$ cat config.mk
export PLATFORM = sky130hd
export DESIGN_NAME = auto_range_fm_flat
export DESIGN_NICKNAME = d
export VERILOG_FILES = /design/src/rtl/auto_range_fm_if.sv /design/src/rtl/auto_range_fm.sv /design/src/flat_wrapper.sv
export SDC_FILE = /design/constraint.sdc
export NUM_CORES = 1
export LEC_CHECK = 0
export BUFFER_PORTS_ARGS = -buffer_cell sky130_fd_sc_hd__buf_2
export CAP_MARGIN = 20
export CORE_MARGIN = 4
export CORE_UTILIZATION = 25
export CTS_CLUSTER_DIAMETER = 150
export DETAILED_ROUTE_END_ITERATION = 16
export GPL_TIMING_DRIVEN = 0
export PLACE_DENSITY = 0.44
export SYNTH_ARGS = -nofsm -noshare
export SYNTH_HDL_FRONTEND = slang
export SYNTH_SLANG_ARGS = --single-unit
$ cat constraint.sdc
create_clock -name CLK -period 1.7 [get_ports CLK]
set_input_delay 0.085 -clock CLK [delete_from_list [all_inputs] [get_ports CLK]]
set_output_delay 0.085 -clock CLK [all_outputs]
set_load 0.005 [all_outputs]
$ cat src/rtl/auto_range_fm_if.sv
// Readout bus of the auto-ranging frequency meter: measured input, range controls and latched result.
// The meter drives the result side through the slave modport.
interface auto_range_fm_if #(
   parameter int DIGITS = 3,
   parameter int NRANGE = 3
);
   localparam int RW = (NRANGE > 1) ? $clog2(NRANGE) : 1;

   logic                  F_IN;
   logic                  AUTO;
   logic [RW-1:0]         RANGE_SET;
   logic [4*DIGITS-1:0]   Q;
   logic                  Q_OVF;
   logic [RW-1:0]         RANGE;
   logic                  DONE;

   modport master (
      output F_IN, AUTO, RANGE_SET,
      input  Q, Q_OVF, RANGE, DONE
   );

   modport slave (
      input  F_IN, AUTO, RANGE_SET,
      output Q, Q_OVF, RANGE, DONE
   );
endinterface

$ cat src/rtl/auto_range_fm.sv
// Auto-ranging BCD frequency meter: counts synchronised rising edges of F_IN over a
// decade-spaced gate window and publishes a latched result with overflow, range and DONE.
module auto_range_fm #(
   parameter int DIGITS      = 3,
   parameter int NRANGE      = 3,
   parameter int BASE_CYCLES = 10,
   parameter int RANGE_RESET = 0
) (
   input  logic           CLK,
   input  logic           nCLR,
   auto_range_fm_if.slave bus
);
   localparam int RW = (NRANGE > 1) ? $clog2(NRANGE) : 1;
   localparam int QW = 4 * DIGITS;

   function automatic logic [63:0] gate_len(input int unsigned r);
      logic [63:0] g;
      g = 64'(BASE_CYCLES);
      for (int unsigned i = 0; i < r; i++) g = g * 64'd10;
      return g;
   endfunction

   localparam logic [63:0]   MAXG   = gate_len(NRANGE - 1);
   localparam int            TW     = (MAXG > 64'd1) ? $clog2(MAXG) : 1;
   localparam logic [RW-1:0] RMAX   = RW'(NRANGE - 1);
   localparam logic [RW-1:0] RRESET = RW'(RANGE_RESET);
   localparam logic [QW-1:0] ALL9   = {DIGITS{4'd9}};

   typedef enum logic [1:0] {
      S_CLEAR,
      S_GATE,
      S_LATCH
   } state_t;

   function automatic logic [TW-1:0] gate_m1(input logic [RW-1:0] r);
      logic [TW-1:0] res;
      res = '0;
      for (int unsigned i = 0; i < NRANGE; i++)
         if (r == RW'(i)) res = TW'(gate_len(i) - 64'd1);
      return res;
   endfunction

   function automatic logic [RW-1:0] clamp_range(input logic [RW-1:0] r);
      return (r > RMAX) ? RMAX : r;
   endfunction

   // Caller guarantees the value is not all nines.
   function automatic logic [QW-1:0] bcd_inc(input logic [QW-1:0] v);
      logic [QW-1:0] r;
      logic          c;
      r = v;
      c = 1'b1;
      for (int unsigned i = 0; i < DIGITS; i++) begin
         if (c) begin
            if (r[4*i +: 4] == 4'd9) begin
               r[4*i +: 4] = 4'd0;
            end else begin
               r[4*i +: 4] = r[4*i +: 4] + 4'd1;
               c = 1'b0;
            end
         end
      end
      return r;
   endfunction

   state_t         state_q, state_d;
   logic           f_s1_q, f_s2_q, f_s3_q;
   logic           f_rise;
   logic [QW-1:0]  cnt_q, cnt_d;
   logic           ovf_q, ovf_d;
   logic [RW-1:0]  act_q, act_d;
   logic [RW-1:0]  next_q, next_d;
   logic           auto_q, auto_d;
   logic [TW-1:0]  tmr_q, tmr_d;
   logic [QW-1:0]  q_q, q_d;
   logic           qovf_q, qovf_d;
   logic [RW-1:0]  rng_q, rng_d;
   logic           done_q, done_d;

   assign f_rise = f_s2_q & ~f_s3_q;

   always_ff @(posedge CLK or negedge nCLR) begin
      if (!nCLR) begin
         f_s1_q  <= 1'b0;
         f_s2_q  <= 1'b0;
         f_s3_q  <= 1'b0;
      end else begin
         f_s1_q  <= bus.F_IN;
         f_s2_q  <= f_s1_q;
         f_s3_q  <= f_s2_q;
      end
   end

   always_ff @(posedge CLK or negedge nCLR) begin
      if (!nCLR) begin
         state_q <= S_CLEAR;
         cnt_q   <= '0;
         ovf_q   <= 1'b0;
         act_q   <= RRESET;
         next_q  <= RRESET;
         auto_q  <= 1'b0;
         tmr_q   <= '0;
         q_q     <= '0;
         qovf_q  <= 1'b0;
         rng_q   <= RRESET;
         done_q  <= 1'b0;
      end else begin
         state_q <= state_d;
         cnt_q   <= cnt_d;
         ovf_q   <= ovf_d;
         act_q   <= act_d;
         next_q  <= next_d;
         auto_q  <= auto_d;
         tmr_q   <= tmr_d;
         q_q     <= q_d;
         qovf_q  <= qovf_d;
         rng_q   <= rng_d;
         done_q  <= done_d;
      end
   end

   always_comb begin
      state_d = state_q;
      cnt_d   = cnt_q;
      ovf_d   = ovf_q;
      act_d   = act_q;
      next_d  = next_q;
      auto_d  = auto_q;
      tmr_d   = tmr_q;
      q_d     = q_q;
      qovf_d  = qovf_q;
      rng_d   = rng_q;
      done_d  = 1'b0;

      case (state_q)
         S_CLEAR: begin
            cnt_d   = '0;
            ovf_d   = 1'b0;
            auto_d  = bus.AUTO;
            act_d   = bus.AUTO ? next_q : clamp_range(bus.RANGE_SET);
            tmr_d   = gate_m1(act_d);
            state_d = S_GATE;
         end

         S_GATE: begin
            if (f_rise) begin
               if (cnt_q == ALL9) ovf_d = 1'b1;
               else               cnt_d = bcd_inc(cnt_q);
            end
            if (tmr_q == '0) state_d = S_LATCH;
            else             tmr_d   = tmr_q - TW'(1);
         end

         S_LATCH: begin
            q_d    = cnt_q;
            qovf_d = ovf_q;
            rng_d  = act_q;
            done_d = 1'b1;
            // A manual measurement seeds the auto sequence with its own range.
            if (!auto_q)
               next_d = act_q;
            else if (ovf_q && (act_q != '0))
               next_d = act_q - RW'(1);
            else if ((cnt_q[QW-1 -: 4] == 4'd0) && (act_q < RMAX))
               next_d = act_q + RW'(1);
            else
               next_d = act_q;
            state_d = S_CLEAR;
         end

         default: state_d = S_CLEAR;
      endcase
   end

   assign bus.Q     = q_q;
   assign bus.Q_OVF = qovf_q;
   assign bus.RANGE = rng_q;
   assign bus.DONE  = done_q;
endmodule

$ cat src/flat_wrapper.sv
// flat-port wrapper written by rule: the top's interface ports become plain ports
module auto_range_fm_flat 
#(
   parameter int DIGITS      = 3,
   parameter int NRANGE      = 3,
   parameter int BASE_CYCLES = 10,
   parameter int RANGE_RESET = 0
)
  (CLK, nCLR, bus_F_IN, bus_AUTO, bus_RANGE_SET, bus_Q, bus_Q_OVF, bus_RANGE, bus_DONE);
  auto_range_fm_if #(.DIGITS(DIGITS), .NRANGE(NRANGE)) bus_i ();
  input  logic CLK;
  input  logic nCLR;
  input wire logic [$bits(bus_i.F_IN)-1:0] bus_F_IN;
  input wire logic [$bits(bus_i.AUTO)-1:0] bus_AUTO;
  input wire logic [$bits(bus_i.RANGE_SET)-1:0] bus_RANGE_SET;
  output wire logic [$bits(bus_i.Q)-1:0] bus_Q;
  output wire logic [$bits(bus_i.Q_OVF)-1:0] bus_Q_OVF;
  output wire logic [$bits(bus_i.RANGE)-1:0] bus_RANGE;
  output wire logic [$bits(bus_i.DONE)-1:0] bus_DONE;
  assign bus_i.F_IN = bus_F_IN;
  assign bus_i.AUTO = bus_AUTO;
  assign bus_i.RANGE_SET = bus_RANGE_SET;
  assign bus_Q = bus_i.Q;
  assign bus_Q_OVF = bus_i.Q_OVF;
  assign bus_RANGE = bus_i.RANGE;
  assign bus_DONE = bus_i.DONE;
  auto_range_fm #(.DIGITS(DIGITS), .NRANGE(NRANGE), .BASE_CYCLES(BASE_CYCLES), .RANGE_RESET(RANGE_RESET)) u_core (.CLK(CLK), .nCLR(nCLR), .bus(bus_i));
endmodule
# Word-level counts from Yosys, hierarchy flattened
# Index checks and enable logic that the tools add are counted.
dict set report word_totals {
  regBits 49
  word_cells 87
  latchBits 0
  rom_bits 0
  inputBits 6
  ramBits 0
  n_memories 0
  out_inout_bits 16
}
dict set report classes {
  n_mul 0
  reduce_logical 13
  muxes 33
  n_addsub 6
  n_shift 0
  n_eq_ne 15
  bitwise_logic 2
  magnitude_cmp 2
  div_mod_pow 0
}
# op n
set ops {}
lappend ops {{$mux W12} 2}
lappend ops {{$mux W4} 6}
lappend ops {{$pmux W12 S2} 1}
lappend ops {{$mux W10} 2}
lappend ops {{$pmux W10 S2} 1}
lappend ops {{$add A4 B1 Y4 const B} 3}
lappend ops {{$eq A12 B12 Y1 const B} 1}
lappend ops {{$eq A4 B4 Y1 const B} 3}
lappend ops {{$mux W1} 12}
lappend ops {{$mux W2} 6}
lappend ops {{$logic_not A10 Y1} 1}
lappend ops {{$ne A2 B1 Y1 const B} 5}
lappend ops {{$sub A10 B1 Y10 const B} 1}
lappend ops {{$reduce_and A4 Y1} 2}
lappend ops {{$mux W7} 1}
lappend ops {{$reduce_and A3 Y1} 2}
lappend ops {{$eq A2 B1 Y1 const B} 2}
lappend ops {{$eq A2 B2 Y1 const B} 2}
lappend ops {{$logic_not A2 Y1} 2}
lappend ops {{$logic_not A4 Y1} 1}
lappend ops {{$ne A2 B2 Y1 const B} 2}
lappend ops {{$pmux W2 S2} 1}
lappend ops {{$reduce_bool A2 Y1} 2}
lappend ops {{$add A2 B1 Y2 const B} 1}
lappend ops {{8 further kinds} 9}

# Depth between registers and ports, before layout
# Gate-level depths: netlist (run 1).
dict set report logic_depth {
  word_depth 13
  mapped_depth 7
  mapped_depth_nobuf 6
}

# Worst setup path after synthesis (run 1)
# No wires, ideal clock.
dict set report synth_path {
  kind {register to register}
  from {reg u_core.cnt_q[1]}
  to {reg u_core.cnt_q[4]}
  n_path_buf 1
  path_slack_ns 0.096
  required_time_ns 1.575
  setup_ns 0.125
  stages_incl_launch_ff 8
  arrival_time_ns 1.480
  period_less_slack_ns 1.604
  path_cell_list {dfrtp_1 -> inv_1 -> ha_1 -> and3b_1 -> buf_2 -> nand2_1 -> o21ai_1 -> mux2_2}
}
dict set report synth_via {
  elab_chain_len 7
  word_cells_on_any_way 9
  cone_classes {4 x eq/ne; 4 x mux; 1 x reduce/logical}
}
# element line
set synth_rtl {}
lappend synth_rtl {{from (decl)} auto_range_fm.sv:69} ;# logic [QW-1:0] cnt_q, cnt_d;
lappend synth_rtl {{from (signal assigned)} auto_range_fm.sv:109} ;# cnt_q <= cnt_d;
lappend synth_rtl {{$eq A4 B4 Y1} auto_range_fm.sv:55} ;# if (r[4*i +: 4] == 4'd9) begin
lappend synth_rtl {{$mux W1} auto_range_fm.sv:55}
lappend synth_rtl {{$mux W1} auto_range_fm.sv:147} ;# if (cnt_q == ALL9) ovf_d = 1'b1;
lappend synth_rtl {{$mux W1} auto_range_fm.sv:146} ;# if (f_rise) begin
lappend synth_rtl {{$mux W1} auto_range_fm.sv:135} ;# case (state_q)
lappend synth_rtl {{$ne A2 B1 Y1 (no line)} -}
lappend synth_rtl {{$reduce_and A4 Y1 (no line) (*)} -}
# Every way passes the cells marked *; elsewhere a longest branch is shown, timed or not. The select of a mux whose other input is x is not followed.
# A chain may end at the register's enable or synchronous reset.

# Final worst setup path (run 1)
dict set report layout_path {
  from {reg u_core.tmr_q[7]}
  to {reg u_core.tmr_q[9]}
}
dict set report layout_via {
  elab_chain_len 3
  word_cells_on_any_way 6
  cone_classes {1 x add/sub; 1 x eq/ne; 2 x mux; 2 x reduce/logical}
}
# element line
set layout_rtl {}
lappend layout_rtl {{from (decl)} auto_range_fm.sv:74} ;# logic [TW-1:0] tmr_q, tmr_d;
lappend layout_rtl {{from (signal assigned)} auto_range_fm.sv:114} ;# tmr_q <= tmr_d;
lappend layout_rtl {{$sub A10 B1 Y10 or $logic_not A10 Y1 (tied branches)} {auto_range_fm.sv:151, auto_range_fm.sv:150}}
lappend layout_rtl {{$mux W10 or $ne A2 B2 Y1 (tied branches)} -}
lappend layout_rtl {{$pmux W10 S2 or $reduce_and A2 Y1 (tied branches)} -}
# Several ways; a longest one is shown, not always the timed one. The select of a mux whose other input is x is not followed.

==> results.cfg, run 1 <==
[status]
outcome = completed

[timing]
slew_violations = 0
worst_slack_ns = 0.0479
hold_viol = 0
setup_tns_ns = 0
relSlewSlack_pct = 64.5
finalSetupViolCount = 0
max_freq_mhz = 605
finalCritPeriodShare_pct = 97.2
fin_skew_ns = 0.0108
fin_crit_ns = 1.65
rsz0062_at_grt = true
tightest_slew_ns = 0.530

[setup_path]
path_cells = or4_4 > o2111ai_4 > o21ai_2 > a31o_1
cp_top_family = simple AND/OR/NAND/NOR gates
endpoint_kind = flip-flop
worst_path_largest_cell_delay_ns = 0.58
worstPathArrival_ns = 1.85
critPathKind = reg -> reg
path_buf_inv = 0
required_ns = 1.90
critPathLaunchType = flip-flop
path_max_fanout = 6
cp_slowest_cell = or4_4

[placed_design]
dpl_worst_slack_ns = -0.115
place.gp.congestion = 0.732
portBuffers = 21
hpwl_um = 4010
dpl_cell_area_mm2 = 0.00275

[routing]
routed_via_density = 4.54
met2WireLength_um = 2580
drc_errors = 0
routed.top_layer = met4
wl_per_cell_um = 13.3
drtAntennaViolNets = 0
routed_wl_um = 5650
vias = 1928
wl_met1_um = 2820
route.met3.wl_um = 161
drt-initial-drc-count = 86
first_pass_iters = 4

[logic_synthesis]
ys_warn_count = 0
synth_edf_count = 0
synth_seq_cells = 49
ys.flop_type = dfrtp_1
yosysSeqAreaShare_pct = 49.9
syn_area_per_cell_um2 = 9.46
yosys.cell_types.count = 48
async_flop_share_pct = 100
netlist_area_mm2 = 0.00246
synthCells = 260
syn_nets = 278

[clock_network]
insertion_delay_ns = 0.31
numClockSinks = 49
cts.path.max_buffers = 2
cts_tree = done
cts_made_buffers = 5
clk_transition_reported_paths_ns = 0.10
ctsHtreeMaxLevel = 2
clockRootBuffer = clkbuf_8

[global_routing]
grt_pass1_vias = 1889
antenna_found_initial = 0
grt_pass1_wl_um = 9480
grt_max_degree = 36
grt_usage_pct = 10.4
gr-total-overflow = 0

[floorplanning]
rows = 35
start_util_pct = 26.1
die_width_um = 107
die-area_mm2 = 0.0115
die_h_um = 107
io-pin-count = 22
coreArea_mm2 = 0.00942

[cells_and_area]
fillers = 979
nNetsFinal = 313
layout_common_cells = 56 x nand2_1, 48 x dfrtp_1, 23 x buf_2
drive_above_1_share_pct = 19.6
areaGrowthSynthToFinish_pct = 20.5
stdcell_area_mm2 = 0.00296
antenna_cells = 0
final_common_cell = nand2_1

[power]
irDropWorstVdd_mv = 0.382
power-per-cell-area_mw_per_mm2 = 1200
p_leak_nw = 1.38

[hold_path]
hp-class = in -> reg

[flow_run]
maxCapViolations = 0
-- sequential cells by signal, summed over array words and instances (netlist names) --
name,cells
u_core.state_q,2
u_core.tmr_q,10
u_core.cnt_q,12
u_core.bus.RANGE,2
u_core.bus.DONE,1
u_core.f_s1_q,1
u_core.act_q,2
u_core.auto_q,1
u_core.f_s3_q,1
u_core.f_s2_q,1
u_core.ovf_q,1
u_core.next_q,2
u_core.bus.Q,12
u_core.bus.Q_OVF,1
-- stage by stage --
stage | hold WS [ns] | cells | total power, mW | utilization [%]
floorplan | -0.211 | 260 | 2.43 | -
global placement | 0.196 | 410 | 2.69 | 28.9
detailed placement | 0.0386 | 411 | 2.70 | 29.2
CTS | 0.0262 | 421 | 3.45 | 30.5
global route | 0.0380 | 425 | 3.82 | 31.5
finish | 0.0318 | 425 | 3.54 | 31.5
-- layout make-up --
cell class,instances,area (um2),area share (%)
Clock buffer,6,72.6,2.45
Clock inverter,2,15.0,0.507
Buffer,7,45.0,1.52
Multi-Input combinational cell,187,1190,40.3
Timing Repair Buffer,29,183,6.17
Inverter,16,63.8,2.15
Sequential cell,49,1230,41.4
Tap cell,129,161,5.45
-- worst min-delay path, delay by kind of cell --
family | cells | cell delay [ns]
buffers and inverters | 1 | 0.13
AND/OR/NAND/NOR | 2 | 0.10
-- timing repair --
action	4_1_cts	5_1_grt
setup endpoints to repair	8	18
buffers inserted	1	4
hold buffers	2	0
gates resized for setup	6	15
endpoints found under the hold margin	15	0
pin swaps	1	3
-- cells in the mapped netlist (all sizes together), types with 2 or more instances --
cell	number	area [um2]
and3b	2	17.5
nor2b	4	25.0
o221ai	2	17.5
dfrtp	49	1230
nor3	5	35.0
o21ai	18	90.1
o2bb2ai	2	17.5
nand2b	6	37.5
xnor2	2	17.5
nand2	57	214
ha	12	150
buf	5	30.0
clkbuf	3	11.3
a21oi	8	40.0
o2111ai	2	23.8
o22ai	4	25.0
nand3	10	50.1
a211oi	3	22.5
nor2	16	60.1
or4	3	26.3
a31oi	3	18.8
nand3b	3	22.5
o211ai	2	15.0
mux2	2	22.5
inv	16	60.1
a21o	2	15.0
mux2i	4	40.0
-- routing by layer --
layer | track usage [%] | vias up
li1 | - | 977
met1 | 14.1 | 927
met2 | 16.2 | 19
met3 | 2.35 | 5
met4 | 3.84 | 0
met5 | 0 | -
-- worst paths after layout --
path | start | endpoint | slack, ns | cells after the start
worst max-delay path | u_core.tmr_q[7]$_DFFE_PN0P_ | u_core.tmr_q[9]$_DFFE_PN0P_ | 0.05 | 4
worst min-delay path | bus_AUTO | u_core.auto_q$_DFFE_PN0P_ | 0.03 | 3
worst max register to register | u_core.tmr_q[7]$_DFFE_PN0P_ | u_core.tmr_q[9]$_DFFE_PN0P_ | 0.05 | 4
worst min register to register | u_core.f_s1_q$_DFF_PN0_ | u_core.f_s2_q$_DFF_PN0_ | 0.36 | 0
max in group asynchronous | nCLR | u_core.state_q[1]$_DFFE_PN0P_ | 0.97 | 3
min in group asynchronous | nCLR | u_core.tmr_q[2]$_DFFE_PN0P_ | 0.22 | 2
-- cells by family (layout without fill, tap and decap cells) --
| family | Yosys count | after routing | synth area share [%] |
|---|---|---|---|
| DFF | 49 | 49 | 49.9 |
| AOI/OAI and AO/OA | 55 | 55 | 14.8 |
| buffers and inverters | 24 | 60 | 4.12 |
| xor gates and xnor gates | 3 | 3 | 1.07 |
| and+or+nand+nor | 111 | 111 | 21.5 |
| adders and majority gates | 12 | 12 | 6.11 |
| muxes | 6 | 6 | 2.54 |
-- report_power, final --
group	internal [mW]	switching [mW]
clock	0.291	0.424
sequential	1.40	0.292
combinational	0.556	0.582
total	2.24	1.30
No activity file was read; power rests on OpenSTA's default activity.
==> run 2: changes to the inputs <==
--- a/config.mk
+++ b/config.mk
@@ -7,2 +7,3 @@
 export LEC_CHECK = 0
+export ABC_AREA = 1
 export BUFFER_PORTS_ARGS = -buffer_cell sky130_fd_sc_hd__buf_2
@@ -14,3 +15,3 @@
 export GPL_TIMING_DRIVEN = 0
-export PLACE_DENSITY = 0.44
+export PLACE_DENSITY = 0.43
 export SYNTH_ARGS = -nofsm -noshare
==> constraint.sdc (replaced) <==
create_clock -name CLK -period 1.7 [get_ports CLK]
set_input_delay 0.17 -clock CLK [delete_from_list [all_inputs] [get_ports CLK]]
set_output_delay 0.17 -clock CLK [all_outputs]
set_load 0.005 [all_outputs]
==> results.cfg, run 2 <==
[status]
outcome = completed

[placed_design]
dp_cells = 483
hpwl_um = 4300
place.gp.congestion = 0.813
portBuffers = 21

[cells_and_area]
nNetsFinal = 383
antenna_cells = 0
layout_common_cells = 110 x nand2_1, 48 x dfrtp_1, 39 x inv_1
final_common_cell = nand2_1
instances_no_fill = 498
areaGrowthSynthToFinish_pct = 19.0
drive_above_1_share_pct = 16.7

[clock_network]
cts_made_buffers = 5
insertion_delay_ns = 0.30
numClockSinks = 49
clk_transition_reported_paths_ns = 0.09
clockRootBuffer = clkbuf_8
cts_tree = done
cts.path.max_buffers = 2
ctsHtreeMaxLevel = 2

[routing]
drt-initial-drc-count = 59
wl_per_cell_um = 11.9
routed_wl_um = 5920
drtAntennaViolNets = 0
drc_errors = 0
vias = 2121
routed_via_density = 4.26
first_pass_iters = 4

[hold_path]
min_path_cells = 3
hp-class = in -> reg

[logic_synthesis]
synth_top_area_share_pct = 48.0
netlist_top_cells_area = dfrtp_1 48%, nand2_1 16%, ha_1 5.9%
async_flop_share_pct = 100
netlist_area_mm2 = 0.00255
ys.flop_type = dfrtp_1
synthCells = 328
synth_edf_count = 0
synth_most_common_cell = nand2_1
syn_area_per_cell_um2 = 7.79
synth_top_area_cell = dfrtp_1
ys_warn_count = 0
syn_nets = 346
yosys-top-cells-count = 111 x nand2_1, 49 x dfrtp_1, 40 x inv_1
yosysSeqAreaShare_pct = 48.0
yosys.cell_types.count = 22
synth_seq_cells = 49

[global_routing]
grt_max_degree = 37
gr-total-overflow = 0
grt_pass1_vias = 2019
antenna_found_initial = 0
grt_pass1_wl_um = 9960
grt_usage_pct = 10.8

[floorplanning]
io-pin-count = 22
coreArea_mm2 = 0.00986
die_h_um = 109
die-area_mm2 = 0.0119
die_width_um = 109
rows = 36
start_util_pct = 25.9

[setup_path]
required_ns = 1.93
cp_top_family = simple AND/OR/NAND/NOR gates
endpoint_kind = flip-flop
critPathKind = reg -> reg
path_max_fanout = 4
critPathLaunchType = flip-flop
ff2ff_setup_slack_ns = 0.14
path_buf_inv = 2
cp.depth = 10
worstPathArrival_ns = 1.78
reg2reg_depth = 10
path_cells = inv_1 > ha_1 > nand2_1 > nor2_2 > nand3_2 > nor2_4 > nor2_2 > inv_1 > nand2_1 > o21ai_0
worst_path_largest_cell_delay_ns = 0.40
cp_slowest_cell = dfrtp_1

[flow_run]
maxCapViolations = 0

[timing]
rsz0062_at_grt = true
fin_crit_ns = 1.56
finalCritPeriodShare_pct = 91.5
relSlewSlack_pct = 62.7
slew_violations = 0
hold_viol = 0
finalSetupViolCount = 0
max_freq_mhz = 643
tightest_slew_ns = 0.559
hold_slack_ns = 0.124
fin_skew_ns = 0.00709

[power]
p_leak_nw = 1.57
power-per-cell-area_mw_per_mm2 = 1130
irDropWorstVdd_mv = 0.336
-- run 2: routing by layer --
| layer | share of wire, % | up-vias | track usage (%) | wire length, um |
|---|---|---|---|---|
| met5 | 0 | - | 0 | 0 |
| met4 | 0.96 | 0 | 2.98 | 57 |
| met3 | 2.3 | 7 | 2.13 | 137 |
| met2 | 48 | 18 | 17.8 | 2840 |
| met1 | 49 | 1003 | 14.4 | 2890 |
| li1 | - | 1093 | - | - |
-- run 2: per-stage QoR --
stage          power (mW)  setup slack, ns  area, um2  setup TNS (ns)  utilization (%)
3_5_place_dp         2.69           0.0390       2850               0             28.8
3_3_place_gp         2.66           0.0299       2830               0             28.6
5_1_grt              3.75          -0.0154       3040         -0.0232             30.8
6_report             3.42            0.144       3040               0             30.8
4_1_cts              3.44           0.0256       2950               0             29.9
2_1_floorplan        2.42            0.271       2550               0                -
-- run 2: logic make-up after synthesis --
kind of cell    count (synthesis)  share of synthesized area, %
simple gates                  171                          28.3
fa+ha+maj                      12                          5.88
buf+inv                        50                          7.55
compound gates                 39                          7.89
flops                          49                          48.0
xor+xnor                        7                          2.40
-- run 2: final cells by class --
cell class	count	area (um2)
Multi-Input combinational cell	229	1160
Fill cell	1099	6830
Tap cell	133	166
Timing Repair Buffer	30	190
Sequential cell	49	1230
Buffer	5	33.8
Inverter	45	169
Clock buffer	7	86.3
-- run 2: path summary, 6_finish.rpt --
kind | from | end
hold / removal | bus_AUTO | u_core.auto_q$_DFFE_PN0P_
max in group asynchronous | nCLR | u_core.state_q[0]$_DFFE_PN0P_
setup reg to reg | u_core.cnt_q[5]$_DFFE_PN0P_ | u_core.cnt_q[0]$_DFFE_PN0P_
min in group asynchronous | nCLR | u_core.tmr_q[4]$_DFFE_PN0P_
hold reg to reg | u_core.f_s1_q$_DFF_PN0_ | u_core.f_s2_q$_DFF_PN0_
setup / recovery | u_core.cnt_q[5]$_DFFE_PN0P_ | u_core.cnt_q[0]$_DFFE_PN0P_
-- run 2: timing repair --
action,in CTS,in global routing
resized for setup,1,15
endpoints found under the hold margin,14,0
setup endpoints to repair,1,22
hold buffers,2,0
buffers inserted,0,6
pin swaps,0,4
-- run 2: worst min-delay path, delay by kind of cell --
kind                   cells  cell delay (ns)
buffers and inverters      1             0.11
and+or+nand+nor            1             0.05
AOI/OAI and AO/OA          1             0.06
-- run 2: power by group --
group          total (mW)  internal (mW)  switching, mW
Sequential           1.63           1.40          0.233
Clock               0.725          0.325          0.400
Combinational        1.06          0.412          0.651
Total                3.42           2.14           1.28
